<file path="src/rtl/pipe_stall_ctrl_pkg.sv">
// pipe_stall_ctrl_pkg: stall vector layout, request encodings and MDU FSM states.
`timescale 1ns/1ps
package pipe_stall_ctrl_pkg;
  localparam int STALL_W = 6;
  localparam int STALL_PC = 0;
  localparam int STALL_IF = 1;
  localparam int STALL_ID = 2;
  localparam int STALL_EX = 3;
  localparam int STALL_MEM = 4;
  localparam int STALL_WB = 5;
  localparam logic [STALL_W-1:0] STALL_REQ_LU = 6'b000111;
  localparam logic [STALL_W-1:0] STALL_REQ_MDU = 6'b001111;
  localparam logic [STALL_W-1:0] STALL_REQ_MEM = 6'b011111;
  typedef enum logic [1:0] {
    MDU_IDLE = 2'd0,
    MDU_BUSY = 2'd1,
    MDU_DONE = 2'd2
  } mdu_state_e;
  // Highest stalled stage wins: MEM wait > MDU > load-use.
  function automatic logic [STALL_W-1:0] merge_stall(input logic mem_w, input logic mdu, input logic lu);
    return mem_w ? STALL_REQ_MEM : mdu ? STALL_REQ_MDU : lu ? STALL_REQ_LU : '0;
  endfunction
endpackage

</file>
<file path="src/rtl/pipe_stall_ctrl_mdu_cycle_fsm.sv">
// mdu_cycle_fsm: IDLE/BUSY/DONE sequencer and down-counter for multi-cycle MDU ops.
`timescale 1ns/1ps
module mdu_cycle_fsm
  import pipe_stall_ctrl_pkg::*;
#(
  parameter int MDU_CYCLES = 32,
  parameter int CNT_W = 6
) (
  input  logic clk,
  input  logic rst,
  input  logic flush_i,
  input  logic start_i,
  input  logic mem_wait_i,
  output logic mdu_stall_o,
  output logic busy_o,
  output logic done_o
);
  // The IDLE start cycle already stalls, so BUSY covers the remaining MDU_CYCLES-1.
  localparam logic [CNT_W-1:0] CNT_LOAD = CNT_W'(MDU_CYCLES - 2);
  mdu_state_e state_q, state_d;
  logic [CNT_W-1:0] cnt_q, cnt_d;
  always_ff @(posedge clk or negedge rst) begin
    if (!rst) begin
      state_q <= MDU_IDLE;
      cnt_q   <= '0;
    end else begin
      state_q <= state_d;
      cnt_q   <= cnt_d;
    end
  end
  always_comb begin
    state_d = state_q;
    cnt_d   = cnt_q;
    if (flush_i) begin
      state_d = MDU_IDLE;
      cnt_d   = '0;
    end else begin
      case (state_q)
        MDU_IDLE: if (start_i) begin
          state_d = MDU_BUSY;
          cnt_d   = CNT_LOAD;
        end
        MDU_BUSY: if (cnt_q == '0) state_d = MDU_DONE;
                  else cnt_d = cnt_q - CNT_W'(1);
        MDU_DONE: if (!mem_wait_i) state_d = MDU_IDLE;
        default:  state_d = MDU_IDLE;
      endcase
    end
  end
  always_comb begin
    mdu_stall_o = (state_q == MDU_BUSY) || (state_q == MDU_IDLE && start_i);
    busy_o      = state_q == MDU_BUSY;
    done_o      = state_q == MDU_DONE && !flush_i;
  end
endmodule

</file>
<file path="src/rtl/pipe_stall_ctrl.sv">
// pipe_stall_ctrl: merges load-use, MDU and MEM-wait requests into the 6-bit stall vector.
// STALL_PERF_CNT_EN adds saturating per-cause stall counters; otherwise perf ports read 0.
`timescale 1ns/1ps
module pipe_stall_ctrl
  import pipe_stall_ctrl_pkg::*;
#(
  parameter int MDU_CYCLES = 32,
  parameter int CNT_W = 6,
  parameter int PERF_W = 32
) (
  input  logic              clk,
  input  logic              rst,
  input  logic              flush_i,
  input  logic              id_loaduse_i,
  input  logic              ex_mdu_start_i,
  input  logic              mem_req_i,
  input  logic              mem_ack_i,
  output logic [5:0]        stall_o,
  output logic              mdu_busy_o,
  output logic              mdu_done_o,
  output logic [PERF_W-1:0] perf_lu_o,
  output logic [PERF_W-1:0] perf_mdu_o,
  output logic [PERF_W-1:0] perf_mem_o
);
  logic mem_wait, mdu_stall, live;
  assign mem_wait = mem_req_i && !mem_ack_i;
  assign live = rst && !flush_i;
  mdu_cycle_fsm #(.MDU_CYCLES(MDU_CYCLES), .CNT_W(CNT_W)) u_mdu (
    .clk         (clk),
    .rst         (rst),
    .flush_i     (flush_i),
    .start_i     (ex_mdu_start_i),
    .mem_wait_i  (mem_wait),
    .mdu_stall_o (mdu_stall),
    .busy_o      (mdu_busy_o),
    .done_o      (mdu_done_o)
  );
  assign stall_o = live ? merge_stall(mem_wait, mdu_stall, id_loaduse_i) : '0;
`ifdef STALL_PERF_CNT_EN
  logic [PERF_W-1:0] lu_q, lu_d, mdu_q, mdu_d, mem_q, mem_d;
  logic win_lu, win_mdu, win_mem;
  always_comb begin
    win_mem = live && mem_wait;
    win_mdu = live && !mem_wait && mdu_stall;
    win_lu  = live && !mem_wait && !mdu_stall && id_loaduse_i;
    lu_d    = (win_lu && !(&lu_q)) ? lu_q + PERF_W'(1) : lu_q;
    mdu_d   = (win_mdu && !(&mdu_q)) ? mdu_q + PERF_W'(1) : mdu_q;
    mem_d   = (win_mem && !(&mem_q)) ? mem_q + PERF_W'(1) : mem_q;
  end
  always_ff @(posedge clk or negedge rst) begin
    if (!rst) begin
      lu_q  <= '0;
      mdu_q <= '0;
      mem_q <= '0;
    end else begin
      lu_q  <= lu_d;
      mdu_q <= mdu_d;
      mem_q <= mem_d;
    end
  end
  assign perf_lu_o  = lu_q;
  assign perf_mdu_o = mdu_q;
  assign perf_mem_o = mem_q;
`else
  assign perf_lu_o  = '0;
  assign perf_mdu_o = '0;
  assign perf_mem_o = '0;
`endif
endmodule

</file>
<file path="config.mk">
export PLATFORM = sky130hd
export DESIGN_NAME = pipe_stall_ctrl
export DESIGN_NICKNAME = d
export VERILOG_FILES = /design/src/rtl/pipe_stall_ctrl_pkg.sv /design/src/rtl/pipe_stall_ctrl_mdu_cycle_fsm.sv /design/src/rtl/pipe_stall_ctrl.sv
export SDC_FILE = /design/constraint.sdc
export NUM_CORES = 1
export LEC_CHECK = 0
export ABC_AREA = 0
export BUFFER_PORTS_ARGS = -buffer_cell sky130_fd_sc_hd__buf_4
export CAP_MARGIN = 40
export CELL_PAD_IN_SITES_DETAIL_PLACEMENT = 1
export CELL_PAD_IN_SITES_GLOBAL_PLACEMENT = 1
export CORE_MARGIN = 3
export CORE_UTILIZATION = 28
export DETAILED_ROUTE_END_ITERATION = 12
export PLACE_DENSITY_LB_ADDON = 0.25
export SLEW_MARGIN = 20
export SYNTH_ARGS = -nofsm -noshare
export SYNTH_HDL_FRONTEND = slang
export SYNTH_HIERARCHICAL = 1
export SYNTH_SLANG_ARGS = --single-unit
</file>
<file path="constraint.sdc">
create_clock -name clk -period 3.2 [get_ports clk]
set_input_delay 0.16 -clock clk [delete_from_list [all_inputs] [get_ports clk]]
set_output_delay 0.16 -clock clk [all_outputs]
set_load 0.005 [all_outputs]
</file>
==> flow_summary.yaml, run 1 <==
outcome:
  status: "finished clean"
logic_synthesis:
  syn-cell-area_um2: 1350
  synth-simple-area-share: 0.125
  synth_compound_area_frac: 0.0994
  synth_warnings: 6
  muxShareOfSynthArea: 0.0149
  synth_edf_count: 0
  synth_cell_type_count: 31
  synth-adder-area-share: 0.0186
  synth_top_family_by_area: "buffers and inverters"
  ys_seq_area_frac: 0.149
  synthFlopType: "dfrtp_1"
  synthArstFlopShare: 1.00
  synthCells: 162
  ys_seq_elements: 8
  synth.avg_cell_area_um2: 8.32
  synth_xor_area_frac: 0
floorplan:
  die_h_um: 75.4
  coreArea_um2: 4500
  die_area_um2: 5680
  ioPinCount: 111
  die_x_um: 75.4
  rows: 24
  start_util: 0.299
clocking:
  ctsHoldBuffers: 1
  cts_made_buffers: 3
  cts_max_level: 1
  cts_root_buf: "clkbuf_8"
  path_clk_slew_ns: 0.04
  postCtsResizedCells: 0
  clk_path_buf_depth: 2
  cts_tree: "yes"
  postCtsSetupBuffers: 0
  cts.sinks: 8
  clkLatencyLatePin_ns: 0.23
cells_and_area:
  final_cells: 226
  final_nets: 185
  drive_gt1_frac: 0.161
  antennaDiodeCount: 0
  syn_to_final_growth_pct: -13.6
worst_setup_path:
  crit_type: "reg -> out"
  end_kind: "primary output"
  worstPathRequired_ns: 3.04
  crit_path_max_fanout: 6
  cp.arrival_ns: 1.50
  r2r_setup_slack_ns: 1.65
  start_kind: "register"
sta:
  maxSlewViolCount: 0
  fin_crit_ns: 1.66
  fin_worst_skew_ns: 0.00228
  finalHoldViolations: 0
  setup-tns-final_ns: 0
  grt_setup_unrepaired: "false"
  max_freq_ghz: 0.602
  final.period_utilization: 0.519
  setup_viol: 0
hold_path:
  hold_class: "in -> reg"
routing:
  postRouteAntennaNets: 0
  drt_pass1_iterations: 2
  routed_wl_um: 2210
  drc: 0
  wl_per_cell_um: 9.78
  post_drt_via_cell_ratio: 3.33
  drt_iter0_drc: 20
  vias: 753
power_and_ir_drop:
  power_density_nw_per_um2: 375
  p_leak_nw: 0.670
  peakVddDrop_mv: 0.170
placement:
  dp_hpwl_um: 1900
  port_buffers: 13
  placedCellCount: 222
  gp_congestion: 0.714
run:
  maxCapViolCount: 0
global_routing:
  antenna_found_initial: 0
  grt_pass1_vias: 598
  grt_pass1_wl_um: 2840
  grt_max_degree: 10
  grt_usage: 0.0683
  grt-ovfl-total: 0
-- layout make-up --
type / count / area, um2
Sequential cell: 8 / 200
Tap cell: 52 / 65.1
Multi-Input combinational cell: 139 / 712
Inverter: 10 / 37.5
Timing Repair Buffer: 14 / 108
Clock buffer: 3 / 41.3
Fill cell: 586 / 3340
-- worst max-delay path, cell delays in order (launching register included) --
cell	delay, ns
dfrtp_1	0.43
o21bai_2	0.37
inv_1	0.10
nor2_1	0.14
a21oi_2	0.08
buf_4	0.13
-- stage by stage --
stage          total power [mW]  worst slack (ns)  cell area [um2]  hold WS [ns]  utilization
2_1_floorplan             0.358              1.81             1710        -0.136            -
3_3_place_gp              0.309              1.63             1110       0.00456        0.247
3_5_place_dp              0.309              1.66             1110       0.00428        0.247
4_1_cts                   0.444              1.50             1160         0.156        0.258
5_1_grt                   0.477              1.40             1160         0.163        0.258
6_report                  0.437              1.54             1160         0.164        0.258
-- cells in the mapped netlist, types with 2 or more instances --
master	count	area [um2]
a211oi_2	2	25.0
a21oi_1	3	15.0
a21oi_2	2	17.5
buf_4	99	743
dfrtp_1	8	200
ha_1	2	25.0
inv_1	10	37.5
mux2i_1	2	20.0
nand2b_4	2	27.5
nand3_1	5	25.0
nor2_1	4	15.0
o21ai_0	2	10.0
o22ai_1	2	12.5
o41ai_1	2	17.5
-- sequential cells by signal, summed over array words and instances (netlist names) --
register,count
u_mdu/state_q,2
u_mdu/cnt_q,6
-- metal layers --
layer	share of wire	track usage
met2	0.54	0.114
met1	0.34	0.0769
met3	0.11	0.0277
met5	0	0
met4	0.0072	0.0291
-- cells by family (layout without fill, tap and decap cells) --
family | Yosys count | in the layout
AO/OA/AOI/OAI | 16 | 16
adder cells (fa/ha/maj) | 2 | 2
buffers and inverters | 111 | 27
flip-flops | 8 | 8
multiplexers | 2 | 2
other | 1 | 97
AND/OR/NAND/NOR | 22 | 22
-- power by group --
part | switching [mW] | total [mW] | internal [mW]
clock network | 0.0449 | 0.127 | 0.0820
logic | 0.0964 | 0.163 | 0.0668
registers | 0.0296 | 0.147 | 0.117
total | 0.171 | 0.437 | 0.266
-- layout by cell type, fill, tap and decap left out, types with 2 or more instances in the layout --
cell type	count
o21ai_0	2
nand3_1	5
o22ai_1	2
a211oi_2	2
dfrtp_1	8
a21oi_1	3
inv_1	10
conb_1	97
mux2i_1	2
nor2_1	4
buf_4	13
clkbuf_8	3
nand2b_4	2
a21oi_2	2
ha_1	2
o41ai_1	2
-- final timing paths --
| check | from | end | cells after the start |
|---|---|---|---|
| min in group asynchronous | rst | u_mdu/cnt_q[2] | 2 |
| worst max-delay path | u_mdu/state_q[0] | stall_o[1] | 5 |
| worst min-delay path | flush_i | u_mdu/cnt_q[2] | 2 |
| max in group asynchronous | rst | u_mdu/cnt_q[5] | 2 |
| worst min register to register | u_mdu/cnt_q[5] | u_mdu/cnt_q[5] | 2 |
| worst max register to register | u_mdu/cnt_q[0] | u_mdu/cnt_q[1] | 5 |
Power figures use the tool's default switching activity.
==> run 2: changes to the inputs <==
--- a/config.mk
+++ b/config.mk
@@ -5,13 +5,13 @@
 export SDC_FILE = /design/constraint.sdc
 export NUM_CORES = 1
 export LEC_CHECK = 0
-export ABC_AREA = 0
+export ABC_AREA = 1
 export BUFFER_PORTS_ARGS = -buffer_cell sky130_fd_sc_hd__buf_4
 export CAP_MARGIN = 40
 export CELL_PAD_IN_SITES_DETAIL_PLACEMENT = 1
 export CELL_PAD_IN_SITES_GLOBAL_PLACEMENT = 1
 export CORE_MARGIN = 3
-export CORE_UTILIZATION = 28
+export CORE_UTILIZATION = 25
 export DETAILED_ROUTE_END_ITERATION = 12
 export PLACE_DENSITY_LB_ADDON = 0.25
 export SLEW_MARGIN = 20
==> constraint.sdc (replaced) <==
create_clock -name clk -period 1.7 [get_ports clk]
set_input_delay 0.085 -clock clk [delete_from_list [all_inputs] [get_ports clk]]
set_output_delay 0.085 -clock clk [all_outputs]
set_load 0.005 [all_outputs]
==> run 2 against run 1 <==
Effect of this change:
- flip-flop and latch count is the same
- final cell count grew 15%
- count of clock-buffer cells in the layout is the same
- global-route usage is essentially flat
- register-to-register slack lost 1.4 ns
- critical path depth grew 2
- die area grew 7.6%
- sequential power grew 65%
- synthesized cell count grew 11%
- largest cell class unchanged
- first-iteration DRC count grew 40%
==> flow_summary.yaml, run 2 <==
outcome:
  status: "finished clean"
placement:
  gp_congestion: 0.781
  port_buffers: 13
  placedCellCount: 256
  dp_hpwl_um: 1920
clocking:
  cts.sinks: 8
  postCtsSetupBuffers: 0
  cts_root_buf: "clkbuf_8"
  clk_path_buf_depth: 2
  path_clk_slew_ns: 0.04
  cts_max_level: 1
  cts_made_buffers: 3
  cts_tree: "yes"
  clkLatencyLatePin_ns: 0.22
sta:
  finalHoldViolations: 0
  fin_crit_ns: 1.45
  max_freq_ghz: 0.690
  final.period_utilization: 0.853
  fin_worst_skew_ns: 0.000479
  setup-tns-final_ns: 0
  setup_viol: 0
  maxSlewViolCount: 0
  grt_setup_unrepaired: "false"
cells_and_area:
  largest_register_ffs: 6
  largestRegisters: "u_mdu/cnt_q: 6 flops, u_mdu/state_q: 2 flops"
  layout_commonest_cell: "conb_1"
  final_nets: 204
  drive_gt1_frac: 0.124
  final_cell_mix: "conb_1, nand2_1, inv_1, buf_4, nand3_1"
  top_register: "u_mdu/cnt_q"
  syn_to_final_growth_pct: -12.4
  register_area_um2: 200
  antennaDiodeCount: 0
  multiInputGateArea_um2: 652
  fillCellCount: 643
  final_cells: 260
run:
  maxCapViolCount: 0
floorplan:
  die_h_um: 78.2
  die_x_um: 78.2
  rows: 25
  coreArea_um2: 4880
  ioPinCount: 111
  die_area_um2: 6110
  start_util: 0.267
logic_synthesis:
  ys_seq_area_frac: 0.154
  synthArstFlopShare: 1.00
  synth.top_cells.by_count: "buf_4, nand2_1, inv_1"
  synth_most_common_cell: "buf_4"
  syn-cell-area_um2: 1300
  ys_seq_elements: 8
  synth_edf_count: 0
  synthCells: 180
  synthFlopType: "dfrtp_1"
  synth_cell_type_count: 21
  synth_area_leaders: "buf_4, dfrtp_1, nand3_1"
  synth_top_cell_area_share: 0.571
  synth_warnings: 6
  synth.avg_cell_area_um2: 7.24
  synth_area_leader_cell: "buf_4"
global_routing:
  grt_usage: 0.0682
  antenna_found_initial: 0
  grt_pass1_wl_um: 3340
  grt_max_degree: 13
  grt_pass1_vias: 702
  grt-ovfl-total: 0
power_and_ir_drop:
  power_density_nw_per_um2: 655
  peakVddDrop_mv: 0.191
  p_leak_nw: 0.705
routing:
  vias: 809
  wl_per_cell_um: 8.67
  drc: 0
  drt_pass1_iterations: 4
  post_drt_via_cell_ratio: 3.11
  drt_iter0_drc: 28
  routed_wl_um: 2250
  postRouteAntennaNets: 0
worst_setup_path:
  start_kind: "register"
  worstPathRequired_ns: 1.81
  end_kind: "register"
  rr_worst_depth: 7
  cp.arrival_ns: 1.56
  crit_path_max_fanout: 12
  crit_type: "reg -> reg"
hold_path:
  worst_hold_path.num_cells: 2
  hold_class: "in -> reg"
[run 2: cell types whose count changed after synthesis, moves of 3 or more]
cell,delta
nand2_2,+3
inv_1,+3
nor2_1,+3
nand2_1,+15
o21ai_1,+4
nand3_1,+7
[run 2: area by class of cell]
cell class                 instances  area share
sequential                         8       0.175
timing repair buffer              14      0.0943
multi-input combinational        153       0.571
clock buffer                       3      0.0362
tap                               67      0.0735
inverter                          15      0.0493
[run 2: path summary, 6_finish.rpt]
| path | slack [ns] | to | startpoint |
|---|---|---|---|
| setup reg to reg | 0.25 | u_mdu/cnt_q[5] | u_mdu/cnt_q[0] |
| max in group asynchronous | 1.32 | u_mdu/cnt_q[4] | rst |
| hold / removal | 0.07 | u_mdu/state_q[0] | flush_i |
| min in group asynchronous | 0.24 | u_mdu/cnt_q[2] | rst |
| setup / recovery | 0.25 | u_mdu/cnt_q[5] | u_mdu/cnt_q[0] |
| hold reg to reg | 0.54 | u_mdu/cnt_q[5] | u_mdu/cnt_q[5] |
[run 2: worst max-delay path: stages, from the launching register on]
cell     delay, ns
dfrtp_1       0.35
inv_1         0.21
ha_1          0.21
nand4_1       0.12
nand2_1       0.10
nand2_2       0.16
nand3_1       0.13
nand2_1       0.06
[run 2: routing by layer]
| metal | routed length (um) | up-vias | track usage |
|---|---|---|---|
| met5 | 0 | - | 0 |
| met4 | 34 | 0 | 0.0420 |
| met3 | 283 | 2 | 0.00803 |
| met2 | 1180 | 60 | 0.126 |
| met1 | 758 | 356 | 0.0735 |
| li1 | - | 391 | - |
[run 2: where the power goes]
| group | internal (mW) | total (mW) | switching, mW | leakage, nW |
|---|---|---|---|---|
| registers | 0.219 | 0.243 | 0.0235 | 0.102 |
| logic | 0.0847 | 0.276 | 0.191 | 0.582 |
| clock network | 0.154 | 0.229 | 0.0754 | 0.0216 |
[run 2: through the flow]
| step | power [mW] | instance area [um2] | hold WS, ns | utilization | setup WS, ns |
|---|---|---|---|---|---|
| floorplan | 0.608 | 1660 | -0.211 | - | 0.427 |
| global placement | 0.513 | 1090 | -0.0777 | 0.223 | 0.331 |
| detailed placement | 0.512 | 1090 | -0.0775 | 0.223 | 0.286 |
| CTS | 0.755 | 1140 | 0.0643 | 0.234 | 0.258 |
| global route | 0.830 | 1140 | 0.0689 | 0.234 | 0.0761 |
| finish | 0.747 | 1140 | 0.0684 | 0.234 | 0.250 |
[run 2: kinds of logic (layout without fill, tap and decap cells)]
kind of cell	after synthesis	after routing	synth area share
AO/OA/AOI/OAI	11	11	0.0490
adder cells (fa/ha/maj)	2	2	0.0192
buffers and inverters	115	32	0.622
flip-flops	8	8	0.154
other	1	97	0.00288
AND/OR/NAND/NOR	43	43	0.153
[run 2: repair_timing]
action / CTS / global route
gates resized for setup: 0 / 0
hold endpoints to repair: 8 / 0
hold buffers: 1 / 0
